===== src/rtl/operand_fetch_seq.sv =====
// Operand / effective-address sequencer for the 6502 datapath.
// Walks pointer fetches, index add, page-cross fix-up and the final operand read.
module operand_fetch_seq #(
  parameter int unsigned ADDR_W       = 16,
  parameter int unsigned ZP_WRAP      = 1,
  parameter int unsigned PAGE_PENALTY = 1,
  parameter int unsigned IND_PAGE_BUG = 1
) (
  input  logic              clk_i,
  input  logic              rstn_i,
  input  logic              start_i,
  input  logic [3:0]        mode_i,
  input  logic [15:0]       operand_i,
  input  logic [7:0]        x_i,
  input  logic [7:0]        y_i,
  input  logic              is_store_i,
  output logic              mem_req_o,
  output logic [ADDR_W-1:0] mem_addr_o,
  input  logic              mem_valid_i,
  input  logic [7:0]        mem_rdata_i,
  output logic              busy_o,
  output logic              block_pc_o,
  output logic              done_o,
  output logic              err_o,
  output logic [ADDR_W-1:0] ea_o,
  output logic [7:0]        data_o,
  output logic              page_cross_o
);

  localparam int unsigned MODE_W = 4;
  localparam int unsigned OP_W   = 16;
  localparam int unsigned BYTE_W = 8;

  localparam logic [MODE_W-1:0] M_IMPL = 4'd0;
  localparam logic [MODE_W-1:0] M_IMM  = 4'd1;
  localparam logic [MODE_W-1:0] M_ZP   = 4'd2;
  localparam logic [MODE_W-1:0] M_ZPX  = 4'd3;
  localparam logic [MODE_W-1:0] M_ZPY  = 4'd4;
  localparam logic [MODE_W-1:0] M_ABS  = 4'd5;
  localparam logic [MODE_W-1:0] M_ABSX = 4'd6;
  localparam logic [MODE_W-1:0] M_ABSY = 4'd7;
  localparam logic [MODE_W-1:0] M_IND  = 4'd8;
  localparam logic [MODE_W-1:0] M_INDX = 4'd9;
  localparam logic [MODE_W-1:0] M_INDY = 4'd10;

  typedef enum logic [2:0] {
    S_IDLE   = 3'd0,
    S_PTR_LO = 3'd1,
    S_PTR_HI = 3'd2,
    S_FIX    = 3'd3,
    S_READ   = 3'd4,
    S_DONE   = 3'd5
  } state_e;

  state_e state_q, state_d;

  // Instruction fields captured on the accepted start
  logic [MODE_W-1:0] mode_q;
  logic [OP_W-1:0]   op_q;
  logic [BYTE_W-1:0] x_q, y_q;
  logic              store_q;

  logic [BYTE_W-1:0] lo_q, lo_d;
  logic [OP_W-1:0]   eff_q, eff_d;
  logic              cross_q, cross_d;
  logic [OP_W-1:0]   addr_q, addr_d;

  logic              req_q, busy_q, done_q, err_q, pc_q;
  logic [OP_W-1:0]   ea_q;
  logic [BYTE_W-1:0] data_q;

  logic              addr_ready, fin, fin_pc, err_d, mem_d;
  logic [OP_W-1:0]   fin_ea;
  logic [BYTE_W-1:0] fin_data;

  // In IDLE the live inputs drive the decode so the first step costs no extra cycle
  logic              cap;
  logic [MODE_W-1:0] m;
  logic [OP_W-1:0]   op;
  logic [BYTE_W-1:0] xv, yv, idx;
  logic              st;

  assign cap = (state_q == S_IDLE);
  assign m   = cap ? mode_i     : mode_q;
  assign op  = cap ? operand_i  : op_q;
  assign xv  = cap ? x_i        : x_q;
  assign yv  = cap ? y_i        : y_q;
  assign st  = cap ? is_store_i : store_q;
  assign idx = ((m == M_ZPX) || (m == M_ABSX)) ? xv : yv;

  logic [8:0]        zp_sum9;
  logic [OP_W-1:0]   zp_ea, abs_sum, ptr_lo_addr, ptr_hi_addr, ptr_word, indy_sum;
  logic [BYTE_W-1:0] ptr_base;
  logic              abs_cross, indy_cross, store_fix_mode;

  assign zp_sum9   = {1'b0, op[7:0]} + {1'b0, idx};
  assign zp_ea     = (ZP_WRAP != 0) ? {8'h00, zp_sum9[7:0]} : {7'h00, zp_sum9};
  assign abs_sum   = op + {8'h00, idx};
  assign abs_cross = (abs_sum[15:8] != op[15:8]);

  // Pointer addresses; IND optionally reproduces the NMOS page-wrap quirk
  assign ptr_base    = (m == M_INDX) ? op[7:0] + xv : op[7:0];
  assign ptr_lo_addr = (m == M_IND) ? op : {8'h00, ptr_base};
  assign ptr_hi_addr = (m == M_IND)
                       ? ((IND_PAGE_BUG != 0) ? {op[15:8], op[7:0] + 8'd1} : op + 16'd1)
                       : {8'h00, ptr_base + 8'd1};

  assign ptr_word   = {mem_rdata_i, lo_q};
  assign indy_sum   = ptr_word + {8'h00, yv};
  assign indy_cross = (indy_sum[15:8] != mem_rdata_i);

  assign store_fix_mode = (m == M_ABSX) || (m == M_ABSY) || (m == M_INDY);

  // Next-state and step decode
  always_comb begin
    state_d    = state_q;
    addr_d     = addr_q;
    lo_d       = lo_q;
    eff_d      = eff_q;
    cross_d    = cross_q;
    addr_ready = 1'b0;
    fin        = 1'b0;
    fin_ea     = ea_q;
    fin_data   = data_q;
    fin_pc     = pc_q;
    err_d      = 1'b0;

    case (state_q)
      S_IDLE: begin
        if (start_i) begin
          case (m)
            M_IMPL: begin
              state_d  = S_DONE;
              fin      = 1'b1;
              fin_ea   = '0;
              fin_data = '0;
              fin_pc   = 1'b0;
            end
            M_IMM: begin
              state_d  = S_DONE;
              fin      = 1'b1;
              fin_ea   = '0;
              fin_data = op[7:0];
              fin_pc   = 1'b0;
            end
            M_ZP: begin
              eff_d      = {8'h00, op[7:0]};
              cross_d    = 1'b0;
              addr_ready = 1'b1;
            end
            M_ZPX, M_ZPY: begin
              eff_d      = zp_ea;
              cross_d    = 1'b0;
              addr_ready = 1'b1;
            end
            M_ABS: begin
              eff_d      = op;
              cross_d    = 1'b0;
              addr_ready = 1'b1;
            end
            M_ABSX, M_ABSY: begin
              eff_d      = abs_sum;
              cross_d    = abs_cross;
              addr_ready = 1'b1;
            end
            M_IND, M_INDX, M_INDY: begin
              state_d = S_PTR_LO;
              addr_d  = ptr_lo_addr;
              cross_d = 1'b0;
            end
            default: begin
              state_d  = S_DONE;
              fin      = 1'b1;
              fin_ea   = '0;
              fin_data = '0;
              fin_pc   = 1'b0;
              err_d    = 1'b1;
            end
          endcase
        end
      end
      S_PTR_LO: begin
        if (mem_valid_i) begin
          lo_d    = mem_rdata_i;
          state_d = S_PTR_HI;
          addr_d  = ptr_hi_addr;
        end
      end
      S_PTR_HI: begin
        if (mem_valid_i) begin
          if (m == M_INDY) begin
            eff_d   = indy_sum;
            cross_d = indy_cross;
          end else begin
            eff_d   = ptr_word;
            cross_d = 1'b0;
          end
          addr_ready = 1'b1;
        end
      end
      S_FIX: begin
        if (st) begin
          state_d  = S_DONE;
          fin      = 1'b1;
          fin_ea   = eff_q;
          fin_data = '0;
          fin_pc   = cross_q;
        end else begin
          state_d = S_READ;
          addr_d  = eff_q;
        end
      end
      S_READ: begin
        if (mem_valid_i) begin
          state_d  = S_DONE;
          fin      = 1'b1;
          fin_ea   = eff_q;
          fin_data = mem_rdata_i;
          fin_pc   = cross_q;
        end
      end
      S_DONE:  state_d = S_IDLE;
      default: state_d = S_IDLE;
    endcase

    // Address known: optional fix-up cycle, then final read or finish
    if (addr_ready) begin
      if ((PAGE_PENALTY != 0) && (cross_d || (st && store_fix_mode))) begin
        state_d = S_FIX;
      end else if (st || (m == M_IND)) begin
        state_d  = S_DONE;
        fin      = 1'b1;
        fin_ea   = eff_d;
        fin_data = '0;
        fin_pc   = cross_d;
      end else begin
        state_d = S_READ;
        addr_d  = eff_d;
      end
    end
  end

  assign mem_d = (state_d == S_PTR_LO) || (state_d == S_PTR_HI) || (state_d == S_READ);

  // State, captured fields and registered outputs
  always_ff @(posedge clk_i or negedge rstn_i) begin
    if (!rstn_i) begin
      state_q <= S_IDLE;
      mode_q  <= '0;
      op_q    <= '0;
      x_q     <= '0;
      y_q     <= '0;
      store_q <= 1'b0;
      lo_q    <= '0;
      eff_q   <= '0;
      cross_q <= 1'b0;
      addr_q  <= '0;
      req_q   <= 1'b0;
      busy_q  <= 1'b0;
      done_q  <= 1'b0;
      err_q   <= 1'b0;
      ea_q    <= '0;
      data_q  <= '0;
      pc_q    <= 1'b0;
    end else begin
      state_q <= state_d;
      if (cap && start_i) begin
        mode_q  <= mode_i;
        op_q    <= operand_i;
        x_q     <= x_i;
        y_q     <= y_i;
        store_q <= is_store_i;
      end
      lo_q    <= lo_d;
      eff_q   <= eff_d;
      cross_q <= cross_d;
      addr_q  <= mem_d ? addr_d : '0;
      req_q   <= mem_d;
      busy_q  <= (state_d != S_IDLE);
      done_q  <= (state_d == S_DONE);
      err_q   <= err_d;
      if (fin) begin
        ea_q   <= fin_ea;
        data_q <= fin_data;
        pc_q   <= fin_pc;
      end
    end
  end

  assign mem_req_o    = req_q;
  assign mem_addr_o   = ADDR_W'(addr_q);
  assign busy_o       = busy_q;
  assign block_pc_o   = busy_q;
  assign done_o       = done_q;
  assign err_o        = err_q;
  assign ea_o         = ADDR_W'(ea_q);
  assign data_o       = data_q;
  assign page_cross_o = pc_q;

endmodule


===== config.mk =====
export PLATFORM = sky130hd
export DESIGN_NAME = operand_fetch_seq
export DESIGN_NICKNAME = d
export VERILOG_FILES = /design/src/rtl/operand_fetch_seq.sv
export SDC_FILE = /design/constraint.sdc
export NUM_CORES = 1
export LEC_CHECK = 0
export CAP_MARGIN = 20
export CORE_ASPECT_RATIO = 2
export CORE_MARGIN = 3
export CORE_UTILIZATION = 25
export CTS_CLUSTER_DIAMETER = 100
export DETAILED_ROUTE_END_ITERATION = 8
export PLACE_DENSITY = 0.52
export SYNTH_ARGS = -nofsm -noshare
export SYNTH_HDL_FRONTEND = slang
export SYNTH_SLANG_ARGS = --single-unit

===== constraint.sdc =====
create_clock -name clk_i -period 7.83 [get_ports clk_i]
set_input_delay 1.566 -clock clk_i [delete_from_list [all_inputs] [get_ports clk_i]]
set_output_delay 1.566 -clock clk_i [all_outputs]
set_load 0.05 [all_outputs]

### Word level (Yosys, flattened, before mapping)

Index checks and enable logic that the tools add are counted.

| word-level totals | value |
|---|---|
| bits of input ports | 49 |
| flip-flop bits (word level) | 110 |
| word-level logic and storage cells | 138 |
| output and inout port bits | 46 |

| operators by class | value |
|---|---|
| muxes and demuxes | 75 |
| reduce and logical (&&, ||, !) cells | 20 |
| add/sub/neg operators | 6 |
| equality and inequality tests | 20 |

Operators with widths:

| kind | count |
|---|---|
| 16-bit two-way mux | 21 |
| 16-bit one-hot mux with 3 select lines | 2 |
| 8-bit two-way mux | 10 |
| 16-bit one-hot mux with 4 select lines | 1 |
| 16-bit by 8-bit adder with 16-bit output | 2 |
| 16-bit one-hot mux with 2 select lines | 1 |
| 1-bit two-way mux | 25 |
| 8-bit one-hot mux with 3 select lines | 1 |
| 8-bit by 1-bit adder with 8-bit output (second input constant) | 2 |
| 8-bit adder | 2 |
| 4-bit by 3-bit == test with 1-bit output (second input constant) | 4 |
| 8-bit != test | 2 |
| 8-bit one-hot mux with 2 select lines | 1 |
| 3-bit two-way mux | 5 |
| 3-bit one-hot mux with 5 select lines | 1 |
| 4-bit == test (second input constant) | 3 |
| 11-bit OR reduction | 1 |
| 3-bit by 2-bit == test with 1-bit output (second input constant) | 3 |
| 3-bit == test (second input constant) | 3 |
| 9-bit OR reduction | 1 |
| 4-bit by 2-bit == test with 1-bit output (second input constant) | 2 |
| 1-bit logical OR | 7 |
| 7-bit OR reduction | 1 |
| 3-bit by 1-bit == test with 1-bit output (second input constant) | 2 |
| 13 further kinds | 18 |

### Longest topological paths before layout

Gate-level depths: netlist of the first run.

| logic depth | value |
|---|---|
| depth in word-level cells | 17 |
| gate-level depth with buffers | 23 |
| depth with buffers taken out | 15 |

### Worst setup path after synthesis of the first run

Ideal clock, no wire load.

| timing | value |
|---|---|
| kind | input-to-reg |
| from | in mode_i[2] |
| to | reg ea_q[11] (netlist: ea_o[11]) |
| data arrival time | 5258 ps |
| stages on the path | 17 |
| setup slack | 2450 ps |
| path through | clkbuf_1 -> xor2_1 -> nand3_1 -> a21oi_2 -> mux2_2 -> ha_1 -> inv_1 -> fa_1 -> nor2b_1 -> o31a_1 -> o32ai_2 -> a21boi_4 -> or4_1 -> buf_6 -> o211ai_4 -> inv_2 -> o221a_2 |

| on the way | value |
|---|---|
| word-level cells in the longest chain between the ends | 12 |
| elaborated cells on any way between the ends | 49 |
| classes of those cells | add/sub: 1; eq/ne: 10; mux: 27; reduce/logical: 11 |

Ends and longest elaborated chain:

| what | RTL line | RTL |
|---|---|---|
| start, declared | 12 | `input logic [3:0] mode_i,` |
| 4-bit two-way mux * | 84 | `assign m = cap ? mode_i : mode_q;` |
| 4-bit by 2-bit == test with 1-bit output / 4-bit by 3-bit == test with 1-bit output (equally long branches) | 89, 131, 112 |  |
| 1-bit logical OR | 89 | `assign idx = ((m == M_ZPX) \|\| (m == M_ABSX)) ? xv : yv;` |
| 8-bit two-way mux | 89 |  |
| 16-bit by 8-bit adder with 16-bit output | 98 | `assign abs_sum = op + {8'h00, idx};` |
| 8-bit != test | 99 | `assign abs_cross = (abs_sum[15:8] != op[15:8]);` |
| 1-bit one-hot mux with 2 select lines | 131 | `case (m)` |
| 1-bit two-way mux | 130 | `if (start_i) begin` |
| 1-bit one-hot mux with 2 select lines | 128 | `case (state_q)` |
| 1-bit logical OR | 228 | `if ((PAGE_PENALTY != 0) && (cross_d \|\| (st && store_fix_mode))) begin` |
| 16-bit two-way mux / 1-bit two-way mux (equally long branches) | 228 |  |
| 16-bit two-way mux / 1-bit two-way mux (equally long branches) | 227 | `if (addr_ready) begin` |
| end signal, assigned | 283 | `ea_q <= fin_ea;` |
| end, declared | 69 | `logic [OP_W-1:0] ea_q;` |

Every way passes the cells marked *; elsewhere a longest branch is shown, timed or not.
A chain may end at the register's enable or synchronous reset.

### Final worst setup path of the first run

Ends and elaborated chain as after synthesis.

==> qor.yml, run 1 <==
status:
  status: "complete, no violations"
detailed_routing:
  postRouteAntennaNets: 0
  firstDrtPassIters: 8
  drcViolationCount: 0
  drt_wl_total_um: 31100
  vias: 7477
  wl_per_cell_um: 22.8
  via_per_inst: 5.48
  drt_iter0_drc: 628
timing:
  setup_viol: 0
  max_slew_margin: 0.229
  worst_pin_slew_ns: 1.12
  rsz0062_at_grt: "false"
  fin_ws_ns: 1.50
  fin_crit_sh: 0.808
  skew_ns: 0.00930
  hold_viol: 0
  fmax_mhz: 158
  finalCriticalPeriod_ns: 6.33
  slew_viol_final: 0
  tns_ns: 0
synth:
  syn_area_per_cell_um2: 8.36
  synthArstFlopShare: 1.00
  yosysWarnings: 0
  synthAdderAreaFrac: 0.0467
  ys_types: 81
  synth_compound_area_frac: 0.221
  ys_ff_latch: 110
  synth_area_um2: 7710
  synth_top_family_by_area: "simple AND/OR/NAND/NOR gates"
  synth_mux_area_frac: 0.0631
  syn_inst: 922
  synthFlopType: "dfrtp_1"
  synthSimpleGateAreaFrac: 0.234
  synth_edf_count: 0
  ys_seq_area_frac: 0.357
  synth_fp_nets: 998
  synthXorXnorAreaFrac: 0.0329
die:
  dieArea_um2: 33100
  die_h_um: 254
  start_util: 0.255
  die_width_um: 130
  rows: 90
  core_um2: 30300
  io_pins: 95
clocking:
  cts_hold_buf: 0
  cts_buffers: 9
  cts_setup_buffers: 0
  clock_latency_ns: 0.38
  cts.clk_slew.worst_paths_ns: 0.08
  cts_resized: 0
  clock_path_buffers: 2
  cts.htree.levels: 3
  cts_tree: "built"
  cts.sinks: 110
  clock-root-buffer: "clkbuf_16"
power_and_ir_drop:
  p_leak_nw: 4.03
  power_density_nw_per_um2: 546
  peakVddDrop_mv: 0.169
worst_setup_path:
  arrival_ns: 6.60
  crit_path_max_fanout: 15
  required_ns: 8.11
  critical_path_class: "in2reg"
  startpoint_type: "input port"
  critPathCaptureType: "register"
place:
  hpwl_um: 24500
  gp_congestion: 0.984
  pre_cts_slack_ns: 1.14
  io_buffers: 94
min_path:
  hold_class: "reg2reg"
job:
  maxCapViolCount: 0
global_route:
  grt-ovfl-total: 0
  grt_pass1_vias: 7352
  track_usage: 0.188
  grt_max_degree: 66
  grt_first_pass_wirelength_um: 46000
  antenna_found_initial: 1
finish:
  drive_gt1_frac: 0.0773
  n_fill_cell: 3205
  nNetsFinal: 1067
  syn_to_final_growth_pct: 20.8
## logic make-up after synthesis
logic type,count (synthesis)
DFF,110
AOI/OAI and AO/OA,240
and+or+nand+nor,389
adders and majority gates,27
xor gates and xnor gates,29
muxes,45
buffers and inverters,82
## routing by layer
layer	track usage	routed length (um)
met2	0.342	16700
met5	0	0
met3	0.0262	1190
met4	0.116	2030
met1	0.200	11200
## cell usage in the layout, fill, tap and decap left out, types with 5 or more instances in the layout
cell type          n
mux2i_1           24
o21bai_1           5
nand2_1          210
a21o_1             8
nor2_1            65
inv_1             32
or3_1              9
dfrtp_1          110
or2_2              6
mux2_2            19
o21a_1            11
o211ai_1           7
a221o_1            6
a211o_1            5
and2_1             5
nor3b_1            5
o22ai_1           14
xnor2_1           18
ha_1              24
a211oi_1          10
a22oi_1            6
buf_4             13
a21oi_1           49
a31oi_1            7
nor2b_1            7
xor2_1            11
clkdlybuf4s50_1   93
nand3_1           21
o21ai_0           41
nor3_1            15
o31ai_1            5
and3_1            11
a221oi_1          16
a222oi_1          16
clkbuf_16          9
## path summary, 6_finish.rpt
check | from | to | slack, ns | cells after the start
setup / recovery | mode_i[2] | ea_o[11] | 1.50 | 16
hold / removal | op_q[15] | op_q[15] | 0.48 | 2
setup reg to reg | state_q[1] | ea_o[11] | 1.70 | 15
hold reg to reg | op_q[15] | op_q[15] | 0.48 | 2
max in group asynchronous | rstn_i | store_q | 5.29 | 2
min in group asynchronous | rstn_i | lo_q[6] | 1.20 | 1
## final cells by class
type	instances	area, um2	share of cell area
clock buffer	11	253	0.0271
timing repair buffer	107	1040	0.112
multi-input combinational	730	4640	0.498
clock inverter	5	40.0	0.00430
inverter	33	124	0.0133
antenna	1	2.50	0.000269
tap	368	460	0.0494
sequential	110	2750	0.296
## synthesized netlist by cell type, types with 4 or more instances
| cell type | n | area, um2 |
|---|---|---|
| a222oi_1 | 16 | 160 |
| o211ai_1 | 7 | 52.6 |
| o21ai_0 | 41 | 205 |
| a22oi_1 | 6 | 45.0 |
| a22o_1 | 4 | 35.0 |
| nor2b_1 | 7 | 43.8 |
| o21bai_1 | 5 | 37.5 |
| a21o_1 | 8 | 60.1 |
| o22ai_1 | 14 | 87.6 |
| o31ai_1 | 5 | 37.5 |
| xor2_1 | 11 | 96.3 |
| dfrtp_1 | 110 | 2750 |
| a221o_1 | 6 | 60.1 |
| a211o_1 | 5 | 43.8 |
| or3_1 | 9 | 56.3 |
| nor2_1 | 66 | 248 |
| clkbuf_1 | 32 | 120 |
| ha_1 | 24 | 300 |
| nor3_1 | 16 | 80.1 |
| nor3b_1 | 5 | 37.5 |
| nor4bb_1 | 4 | 40.0 |
| and2_1 | 5 | 31.3 |
| a31oi_1 | 7 | 43.8 |
| nand2b_1 | 4 | 25.0 |
| nand2_1 | 210 | 788 |
| a221oi_1 | 16 | 140 |
| o21a_1 | 11 | 82.6 |
| mux2i_1 | 25 | 250 |
| nand3_1 | 21 | 105 |
| buf_2 | 7 | 35.0 |
| a21oi_1 | 49 | 245 |
| inv_1 | 32 | 120 |
| a211oi_1 | 10 | 75.1 |
| mux2_2 | 19 | 214 |
| nand3b_1 | 4 | 30.0 |
| o2bb2ai_1 | 4 | 35.0 |
| and3_1 | 11 | 68.8 |
| or2_2 | 6 | 37.5 |
| xnor2_1 | 18 | 158 |
| buf_4 | 4 | 30.0 |
## flip-flops by register name (all words and copies together), names as in the netlist, 3 cells and up
name and cells:
mem_addr_o 16, lo_q 8, x_q 8, y_q 8
state_q 3, eff_q 16, mode_q 4, op_q 16
ea_o 16, data_o 8
## power breakdown
part           internal [mW]  switching (mW)  total [mW]
combinational           1.27            2.24        3.51
sequential             0.828           0.262        1.09
clock                  0.237           0.245       0.482
total                   2.34            2.75        5.09
## worst max-delay path, cell delays in order
cell,delay (ns)
clkdlybuf4s50_1,0.74
xor2_1,0.18
nand3_1,0.12
a21oi_2,0.51
mux2_2,0.41
ha_1,0.21
inv_1,0.09
fa_1,0.22
nor2b_1,0.07
o31a_1,0.31
o32ai_2,0.61
a21boi_4,0.16
or4_1,0.73
o211ai_4,0.32
inv_2,0.06
o221a_2,0.27
## per-stage QoR
step / std cells / utilization / power (mW) / hold slack, ns / cell area (um2)
after global placement: 1346 / 0.297 / 4.54 / 0.455 / 9000
after detailed placement: 1346 / 0.297 / 4.56 / 0.461 / 9000
final: 1365 / 0.308 / 5.09 / 0.476 / 9320
after global routing: 1365 / 0.308 / 5.41 / 0.492 / 9320
after floorplan: 922 / - / 3.47 / 0.442 / 7710
after CTS: 1362 / 0.307 / 5.05 / 0.481 / 9290
(Power assumes the default switching activity.)
==> inputs of run 2 (changes only) <==
==> constraint.sdc (replaced) <==
create_clock -name clk_i -period 6.5 [get_ports clk_i]
set_input_delay 1.3 -clock clk_i [delete_from_list [all_inputs] [get_ports clk_i]]
set_output_delay 1.3 -clock clk_i [all_outputs]
set_load 0.05 [all_outputs]
==> qor.yml, run 2 (synthesis results as in run 1) <==
clocking:
  cts_setup_buffers: 0
  cts_tree: "built"
  clock_path_buffers: 2
  cts.htree.levels: 3
  cts_buffers: 9
  cts.clk_slew.worst_paths_ns: 0.07
  clock-root-buffer: "clkbuf_16"
  cts_resized: 0
  clock_latency_ns: 0.38
  cts_hold_buf: 0
  cts.sinks: 110
timing:
  slew_viol_final: 0
  worst_pin_slew_ns: 0.840
  skew_ns: 0.0106
  fin_crit_sh: 0.850
  finalCriticalPeriod_ns: 5.53
  fin_ws_ns: 0.973
  fmax_mhz: 181
  setup_viol: 0
  rsz0062_at_grt: "false"
  max_slew_margin: 0.434
  hold_viol: 0
  tns_ns: 0
finish:
  n_antenna_cell: 0
  layout_commonest_cell: "nand2_1"
  utilization: 0.309
  syn_to_final_growth_pct: 21.3
  final_cell_mix: "nand2_1 (210), dfrtp_1 (110), clkdlybuf4s50_1 (93)"
  nNetsFinal: 1076
  drive_gt1_frac: 0.0826
  fin_area_um2: 9360
detailed_routing:
  m1WireLength_um: 11200
  highest_layer: "met4"
  route.met3.wl_um: 1310
  vias: 7464
  drt_iter0_drc: 658
  wl_per_cell_um: 22.5
  postRouteAntennaNets: 0
  wl_met2_um: 16400
  drcViolationCount: 0
  drt_wl_total_um: 30900
  via_per_inst: 5.44
  firstDrtPassIters: 6
min_path:
  hold_class: "reg2reg"
job:
  maxCapViolCount: 0
worst_setup_path:
  critPathCaptureType: "register"
  critical_path_class: "in2reg"
  arrival_ns: 5.80
  crit_path_max_fanout: 15
  required_ns: 6.77
  startpoint_type: "input port"
  cpPeakStageDelay_ns: 0.58
  slowest_stage: "clkdlybuf4s50_1"
  crit_chain: "clkdlybuf4s50_1 > xor2_1 > nand3_1 > a21oi_2 > mux2_2 > ha_1 > inv_1 > fa_1 > nor2b_1 > o31a_1 > o32ai_2 > a21boi_4 > or4_1 > o211ai_4 > inv_2 > o221a_2"
status:
  status: "complete, no violations"
global_route:
  grt_first_pass_wirelength_um: 46000
  track_usage: 0.187
  grt_pass1_vias: 7347
  grt-ovfl-total: 0
  antenna_found_initial: 0
  grt_max_degree: 63
die:
  rows: 90
  io_pins: 95
  dieArea_um2: 33100
  start_util: 0.255
  die_h_um: 254
  die_width_um: 130
  core_um2: 30300
place:
  dpl_cell_area_um2: 9070
  hpwl_um: 24400
  pre_cts_slack_ns: 0.578
  gp_congestion: 0.975
  io_buffers: 94
power_and_ir_drop:
  peakVddDrop_mv: 0.193
  p_leak_nw: 4.06
  power_density_nw_per_um2: 648
## run 2: changes by cell type in the layout (fill, tap and decap cells not counted), sizes merged
cell / previous run / this run
clkinvlp: 0 / 2
inv: 36 / 33
clkbuf: 11 / 12
diode: 1 / 0
buf: 14 / 23
## run 2: metal layers
metal	up-vias	GRT usage
li1	3477	-
met2	231	0.332
met3	84	0.0277
met4	0	0.118
met1	3672	0.204
met5	-	0
## run 2: final cells by class
class / instances / area, um2
multi-input combinational: 730 / 4640
clock inverter: 4 / 32.5
timing repair buffer: 116 / 1100
fill: 3144 / 20900
tap: 368 / 460
clock buffer: 12 / 246
sequential: 110 / 2750
inverter: 33 / 124
## run 2: path summary, 6_finish.rpt
path / from / end / slack, ns / cells past startpoint
max: mode_i[2] / ea_o[11] / 0.97 / 16
min reg2reg: x_q[7] / x_q[7] / 0.47 / 2
min in group asynchronous: rstn_i / y_q[5] / 0.94 / 1
max reg2reg: state_q[2] / ea_o[11] / 1.09 / 15
max in group asynchronous: rstn_i / op_q[13] / 4.28 / 2
min: x_q[7] / x_q[7] / 0.47 / 2
## run 2: worst max-delay path, delay by kind of cell
kind	cells	cell delay (ns)
compound gates	6	2.01
buf+inv	3	0.74
simple gates	3	0.74
fa+ha+maj	2	0.42
mux	1	0.41
xor+xnor	1	0.16
## run 2: report_power, final
group          leakage (nW)  switching [mW]  internal, mW
clock                 0.129           0.281         0.273
combinational          2.54            2.69          1.54
sequential             1.39           0.294         0.998
## run 2: per-stage QoR
| step | std cells | power, mW | hold slack, ns |
|---|---|---|---|
| final | 1373 | 6.07 | 0.475 |
| after global routing | 1373 | 6.52 | 0.501 |
| after CTS | 1372 | 6.06 | 0.480 |
| after detailed placement | 1356 | 5.49 | 0.462 |
| after global placement | 1356 | 5.47 | 0.455 |
| after floorplan | 922 | 4.18 | 0.442 |
